### config.mk
export PLATFORM = sky130hd
export DESIGN_NAME = slave_sel_ctrl
export DESIGN_NICKNAME = d
export VERILOG_FILES = /design/src/rtl/bus_ctrl_pkg.sv /design/src/rtl/bus_timer.sv /design/src/rtl/slave_sel_ctrl.sv
export SDC_FILE = /design/constraint.sdc
export NUM_CORES = 1
export LEC_CHECK = 0
export CAP_MARGIN = 25
export CORE_MARGIN = 5
export CORE_UTILIZATION = 53
export DETAILED_ROUTE_END_ITERATION = 16
export GPL_ROUTABILITY_DRIVEN = 0
export PLACE_DENSITY = 0.81
export SYNTH_ARGS = -nofsm -noshare
export SYNTH_HDL_FRONTEND = slang
export SYNTH_SLANG_ARGS = --single-unit
### constraint.sdc
create_clock -name clk -period 2.3 [get_ports clk]
set_input_delay 0.345 -clock clk [delete_from_list [all_inputs] [get_ports clk]]
set_output_delay 0.345 -clock clk [all_outputs]
set_load 0.02 [all_outputs]
### src/rtl/bus_ctrl_pkg.sv
// bus_ctrl_pkg: shared state, device-ID and response-mux select encodings for the serial bus controllers
package bus_ctrl_pkg;
    typedef enum logic [2:0] {
        ST_IDLE   = 3'd0,
        ST_ADDR   = 3'd1,
        ST_SETUP  = 3'd2,
        ST_ACTIVE = 3'd3,
        ST_ERR    = 3'd4
    } state_e;

    localparam logic [1:0] SLV0        = 2'b00;
    localparam logic [1:0] SLV1        = 2'b01;
    localparam logic [1:0] SLV2        = 2'b10;
    localparam logic [1:0] SLV_INVALID = 2'b11;

    localparam logic [1:0] SEL_S0 = SLV0;
    localparam logic [1:0] SEL_S1 = SLV1;
    localparam logic [1:0] SEL_S2 = SLV2;

    function automatic logic [2:0] slv_onehot(input logic [1:0] id);
        return 3'b001 << id;
    endfunction

    function automatic logic [1:0] id2sel(input logic [1:0] id);
        return id == SLV1 ? SEL_S1 : id == SLV2 ? SEL_S2 : SEL_S0;
    endfunction
endpackage

### src/rtl/bus_timer.sv
// bus_timer: clearable up-counter that flags expiry when the count reaches TIMEOUT-1
module bus_timer #(
    parameter int TIMEOUT = 64
) (
    input  logic clk,
    input  logic rst,
    input  logic clear,
    input  logic en,
    output logic expire
);
    localparam int W = $clog2(TIMEOUT + 1);
    localparam logic [W-1:0] LAST = W'(TIMEOUT - 1);

    logic [W-1:0] count_q;

    // saturates at LAST so a stalled owner never wraps back to a fresh budget
    always_ff @(posedge clk or posedge rst)
        if (rst)
            count_q <= '0;
        else if (clear)
            count_q <= '0;
        else if (en && count_q != LAST)
            count_q <= count_q + 1'b1;

    assign expire = count_q == LAST;
endmodule

### src/rtl/slave_sel_ctrl.sv
// slave_sel_ctrl: decodes the serial device ID, enables the addressed slave and holds the response-mux select
module slave_sel_ctrl
    import bus_ctrl_pkg::*;
#(
    parameter int TIMEOUT = 64
) (
    input  logic       clk,
    input  logic       rst,
    input  logic       m_valid,
    input  logic       m_addr,
    input  logic [2:0] s_ready,
    input  logic [2:0] s_done,
    output logic [1:0] sel,
    output logic [2:0] s_en,
    output logic       busy,
    output logic       m_grant,
    output logic       m_err
);
    state_e     state_q;
    logic       id_hi_q, busy_q, grant_q, err_q;
    logic [1:0] sel_q, id_d;
    logic [2:0] s_en_q;
    logic       rdy, done, tmr_clr, tmr_en, expire;

    // s_en_q is one-hot on the decoded ID in SETUP/ACTIVE, so it masks out other slaves
    always_comb begin
        id_d    = {id_hi_q, m_addr};
        rdy     = |(s_ready & s_en_q);
        done    = |(s_done & s_en_q);
        tmr_en  = state_q == ST_SETUP || state_q == ST_ACTIVE;
        tmr_clr = (state_q == ST_ADDR && id_d != SLV_INVALID) || (state_q == ST_SETUP && rdy);
    end

    bus_timer #(.TIMEOUT(TIMEOUT)) u_timer (
        .clk    (clk),
        .rst    (rst),
        .clear  (tmr_clr),
        .en     (tmr_en),
        .expire (expire)
    );

    always_ff @(posedge clk or posedge rst) begin
        if (rst) begin
            state_q <= ST_IDLE;
            id_hi_q <= 1'b0;
            sel_q   <= SEL_S0;
            s_en_q  <= 3'b000;
            busy_q  <= 1'b0;
            grant_q <= 1'b0;
            err_q   <= 1'b0;
        end else begin
            grant_q <= 1'b0;
            err_q   <= 1'b0;
            case (state_q)
                ST_IDLE:
                    if (m_valid) begin
                        id_hi_q <= m_addr;
                        busy_q  <= 1'b1;
                        state_q <= ST_ADDR;
                    end
                ST_ADDR:
                    if (id_d == SLV_INVALID) begin
                        err_q   <= 1'b1;
                        state_q <= ST_ERR;
                    end else begin
                        sel_q   <= id2sel(id_d);
                        s_en_q  <= slv_onehot(id_d);
                        state_q <= ST_SETUP;
                    end
                ST_SETUP:
                    if (rdy) begin
                        grant_q <= 1'b1;
                        state_q <= ST_ACTIVE;
                    end else if (expire) begin
                        err_q   <= 1'b1;
                        s_en_q  <= 3'b000;
                        state_q <= ST_ERR;
                    end
                ST_ACTIVE:
                    if (done) begin
                        s_en_q  <= 3'b000;
                        busy_q  <= 1'b0;
                        state_q <= ST_IDLE;
                    end else if (expire) begin
                        err_q   <= 1'b1;
                        s_en_q  <= 3'b000;
                        state_q <= ST_ERR;
                    end
                ST_ERR: begin
                    busy_q  <= 1'b0;
                    state_q <= ST_IDLE;
                end
                default: begin
                    s_en_q  <= 3'b000;
                    busy_q  <= 1'b0;
                    state_q <= ST_IDLE;
                end
            endcase
        end
    end

    assign sel     = sel_q;
    assign s_en    = s_en_q;
    assign busy    = busy_q;
    assign m_grant = grant_q;
    assign m_err   = err_q;
endmodule

==> summary.txt <==
=================================================================================
Number of diodes added for antenna fixing                                       0
Number of rows in the core area                                                15
Post-synth top area cell                                             sky130_fd_sc_hd__dfrtp_1
Routing usage on met3                                                      0.0458
Via count of the routed design                                                734
Share of synthesized area occupied by flip-flops and latches                0.511
Final worst-path cycle share                                                0.748
Max-slew violation total from the final report                                  0
F_max                                                                     581 MHz
I/O Pins                                                                       18
Worst reg2reg path depth                                                        4
Post-detail-place hpwl                                                    1460 um
Drt drc                                                                         0
Synth top area cells                                                 sky130_fd_sc_hd__dfrtp_1 (51%), sky130_fd_sc_hd__nor2_1 (4.8%), sky130_fd_sc_hd__inv_1 (2.8%)
Worst VDD drop                                                             756 uV
Crit path required time                                                   2500 ps
Maximum number of pins on one net before global-route repair                   20
Hold_buf cts                                                                    0
Routed wire length                                                        1900 um
Clock H-tree levels                                                             1
Total of flip-flops plus latches after synthesis                               19
Most repeated cell in the gate-level netlist after synthesis         sky130_fd_sc_hd__dfrtp_1
Routed WL per cell                                                        14.8 um
Synthesized instance count                                                     91
Initial standard-cell utilization of the core                               0.550
Register clock-pin slew on the reported worst setup and hold paths         100 ps
Placed Cells                                                                  124
Grt ovf                                                                         0
Routed Antenna Nets                                                             0
Total of buffers placed on input and output ports                              17
Post-Layout Inst Area                                                  1140 sq um
Total track usage                                                           0.166
Distinct cell type count after synthesis                                       34
Actual transition at the worst max-transition pin                          703 ps
Internal reg-to-reg setup slack                                            580 ps
Proportion of netlist area held by the largest area contributor             0.511
Avg Synthesized Cell Area                                              10.2 sq um
R2R Path End                                                         u_timer.count_q[6]$_DFFE_PP0P_
Clock latency at the later pin of the worst-skew pair                      290 ps
LEAKAGE                                                                  0.490 nW
Antenna violations before repair                                                0
Type of the worst setup path                                         input port to flop
Fraction of met1 tracks used by global routing                              0.219
Root cell of the clock tree                                          sky130_fd_sc_hd__clkbuf_4
Setup repair bufs after CTS                                                     0
Post-synth ARST share                                                        1.00
Min cycle time layout                                                     1720 ps
Critical path capture point type                                             flop
Cell Area, Placed                                                      1120 sq um
Min-delay worst type                                                 input port to asynchronous set/reset pin
Total negative slack                                                         0 ps
Share of cells above drive strength 1                                      0.0901
Top cells by count, synth                                            sky130_fd_sc_hd__dfrtp_1 (19), sky130_fd_sc_hd__nor2_1 (12), sky130_fd_sc_hd__inv_1 (7), sky130_fd_sc_hd__nand2_1 (7), sky130_fd_sc_hd__o21ai_0 (4)
Final Hold Fails                                                                0
Via count of the first global-routing pass                                    709
Power Density                                                        1250 nW/um^2
Worst Setup Slack, final                                                   579 ps
Met2 GRT Util                                                               0.264
Synthesis Warnings                                                              0
Mapped Area                                                             930 sq um
Number of enable-type register cells in the synthesized netlist                 0
Final layout net count                                                        123
TritonCTS sink count                                                           19
Overall power after layout                                                1.43 mW
Post-cts gate resize count                                                      0
Number of DRC markers in iteration 0                                           28
Clock skew                                                                5.01 ps
Vertical die dimension                                                    51.9 um
Core box area                                                          1690 sq um
Via-to-Cell Ratio                                                            5.73
Hold_ws                                                                    451 ps
Worst Path Arrival                                                        1920 ps
Final instance count without filler cells                                     128
Worst setup slack after placement                                          261 ps
Worst reg2reg startpoint                                             s_en[0]$_DFFE_PP0P_
Iteration count of the initial detailed-routing pass                            4
CTS tree                                                                      yes
Fillers                                                                       137
Total die area                                                         2690 sq um
Wire length of the first global-routing pass                              3260 um
Synth Net Count                                                               102
Number of setup violations in the final report                                  0
Post-layout util                                                            0.678
Gr busiest metal                                                             met2
Synth-to-Final Area Change                                                  23.1%
Maximum capacitance violations                                                  0
Die X                                                                     51.9 um
Synth Flop Type                                                      sky130_fd_sc_hd__dfrtp_1
Unrepaired setup endpoints after global routing                                no
Worst-path fanout max                                                           8
Worst max-slew margin expressed relative to the limit                       0.531
Worst Setup Start Kind                                                 input port
Clock tree buffer depth                                                         2
Number of CTS-inserted buffers                                                  3
Status                                                               finished, final reports clean
=================================================================================
==> critical path, stage by stage <==
cell and delay, ps:
sky130_fd_sc_hd__clkdlybuf4s50_1 410, sky130_fd_sc_hd__a222oi_1 520, sky130_fd_sc_hd__nor3_1 150, sky130_fd_sc_hd__a31o_4 270, sky130_fd_sc_hd__a311oi_2 230
==> flip-flops by register name (all words and copies together) (netlist names) <==
register	flops
m_grant	1
busy	1
u_timer.count_q	7
s_en	3
state_q	3
id_hi_q	1
m_err	1
sel	2
==> how the worst max path moves through the flow <==
| stage | start | endpoint | slack (ps) | depth (start not counted) |
|---|---|---|---|---|
| after floorplan | s_en[0]$_DFFE_PP0P_ | u_timer.count_q[6]$_DFFE_PP0P_ | 650 | 4 |
| after global placement | s_ready[0] | u_timer.count_q[6]$_DFFE_PP0P_ | 320 | 5 |
| after detailed placement | s_ready[0] | u_timer.count_q[6]$_DFFE_PP0P_ | 260 | 5 |
| after CTS | s_ready[0] | u_timer.count_q[6]$_DFFE_PP0P_ | 580 | 5 |
| after global routing | s_en[0]$_DFFE_PP0P_ | u_timer.count_q[6]$_DFFE_PP0P_ | 390 | 4 |
| final | s_ready[0] | u_timer.count_q[6]$_DFFE_PP0P_ | 580 | 5 |
==> final cells by class <==
| class | count | area [sq um] | share of cell area |
|---|---|---|---|
| Clock buffer | 4 | 26.3 | 0.0230 |
| Inverter | 7 | 26.3 | 0.0230 |
| Multi-Input combinational cell | 63 | 418 | 0.365 |
| Sequential cell | 19 | 475 | 0.415 |
| Tap cell | 17 | 21.3 | 0.0186 |
| Timing Repair Buffer | 18 | 178 | 0.155 |
==> layout by cell type, fill, tap and decap left out, drive strengths merged, types with 2 or more instances in the layout <==
cell / netlist / routed
dfrtp: 19 / 19
clkdlybuf4s50: 0 / 17
nor2: 12 / 12
inv: 7 / 7
nand2: 7 / 7
o21ai: 4 / 4
clkbuf: 0 / 4
nor3: 3 / 3
o32ai: 3 / 3
xnor2: 3 / 3
nand2b: 2 / 2
a222oi: 2 / 2
a21oi: 2 / 2
mux2i: 2 / 2
nand3: 2 / 2
or2: 2 / 2
==> routing by layer <==
| layer | part of all wire | routed length [um] |
|---|---|---|
| met2 | 0.47 | 892 |
| met1 | 0.47 | 897 |
| met5 | 0 | 0 |
| met3 | 0.049 | 92 |
| met4 | 0.0074 | 14 |
==> cell families after synthesis <==
kind of cell / Yosys count / share of synthesized area
XOR/XNOR: 3 / 0.0283
multiplexers: 3 / 0.0336
buffers and inverters: 9 / 0.0390
AO/OA/AOI/OAI: 19 / 0.168
flip-flops: 19 / 0.511
AND/OR/NAND/NOR: 37 / 0.206
adder cells (fa/ha/maj): 1 / 0.0135
==> where the power goes <==
part | switching (mW) | internal (mW) | total, mW
clock | 0.0971 | 0.0674 | 0.164
combinational | 0.349 | 0.325 | 0.674
sequential | 0.135 | 0.456 | 0.591
total | 0.581 | 0.848 | 1.43
(Power assumes the default switching activity.)
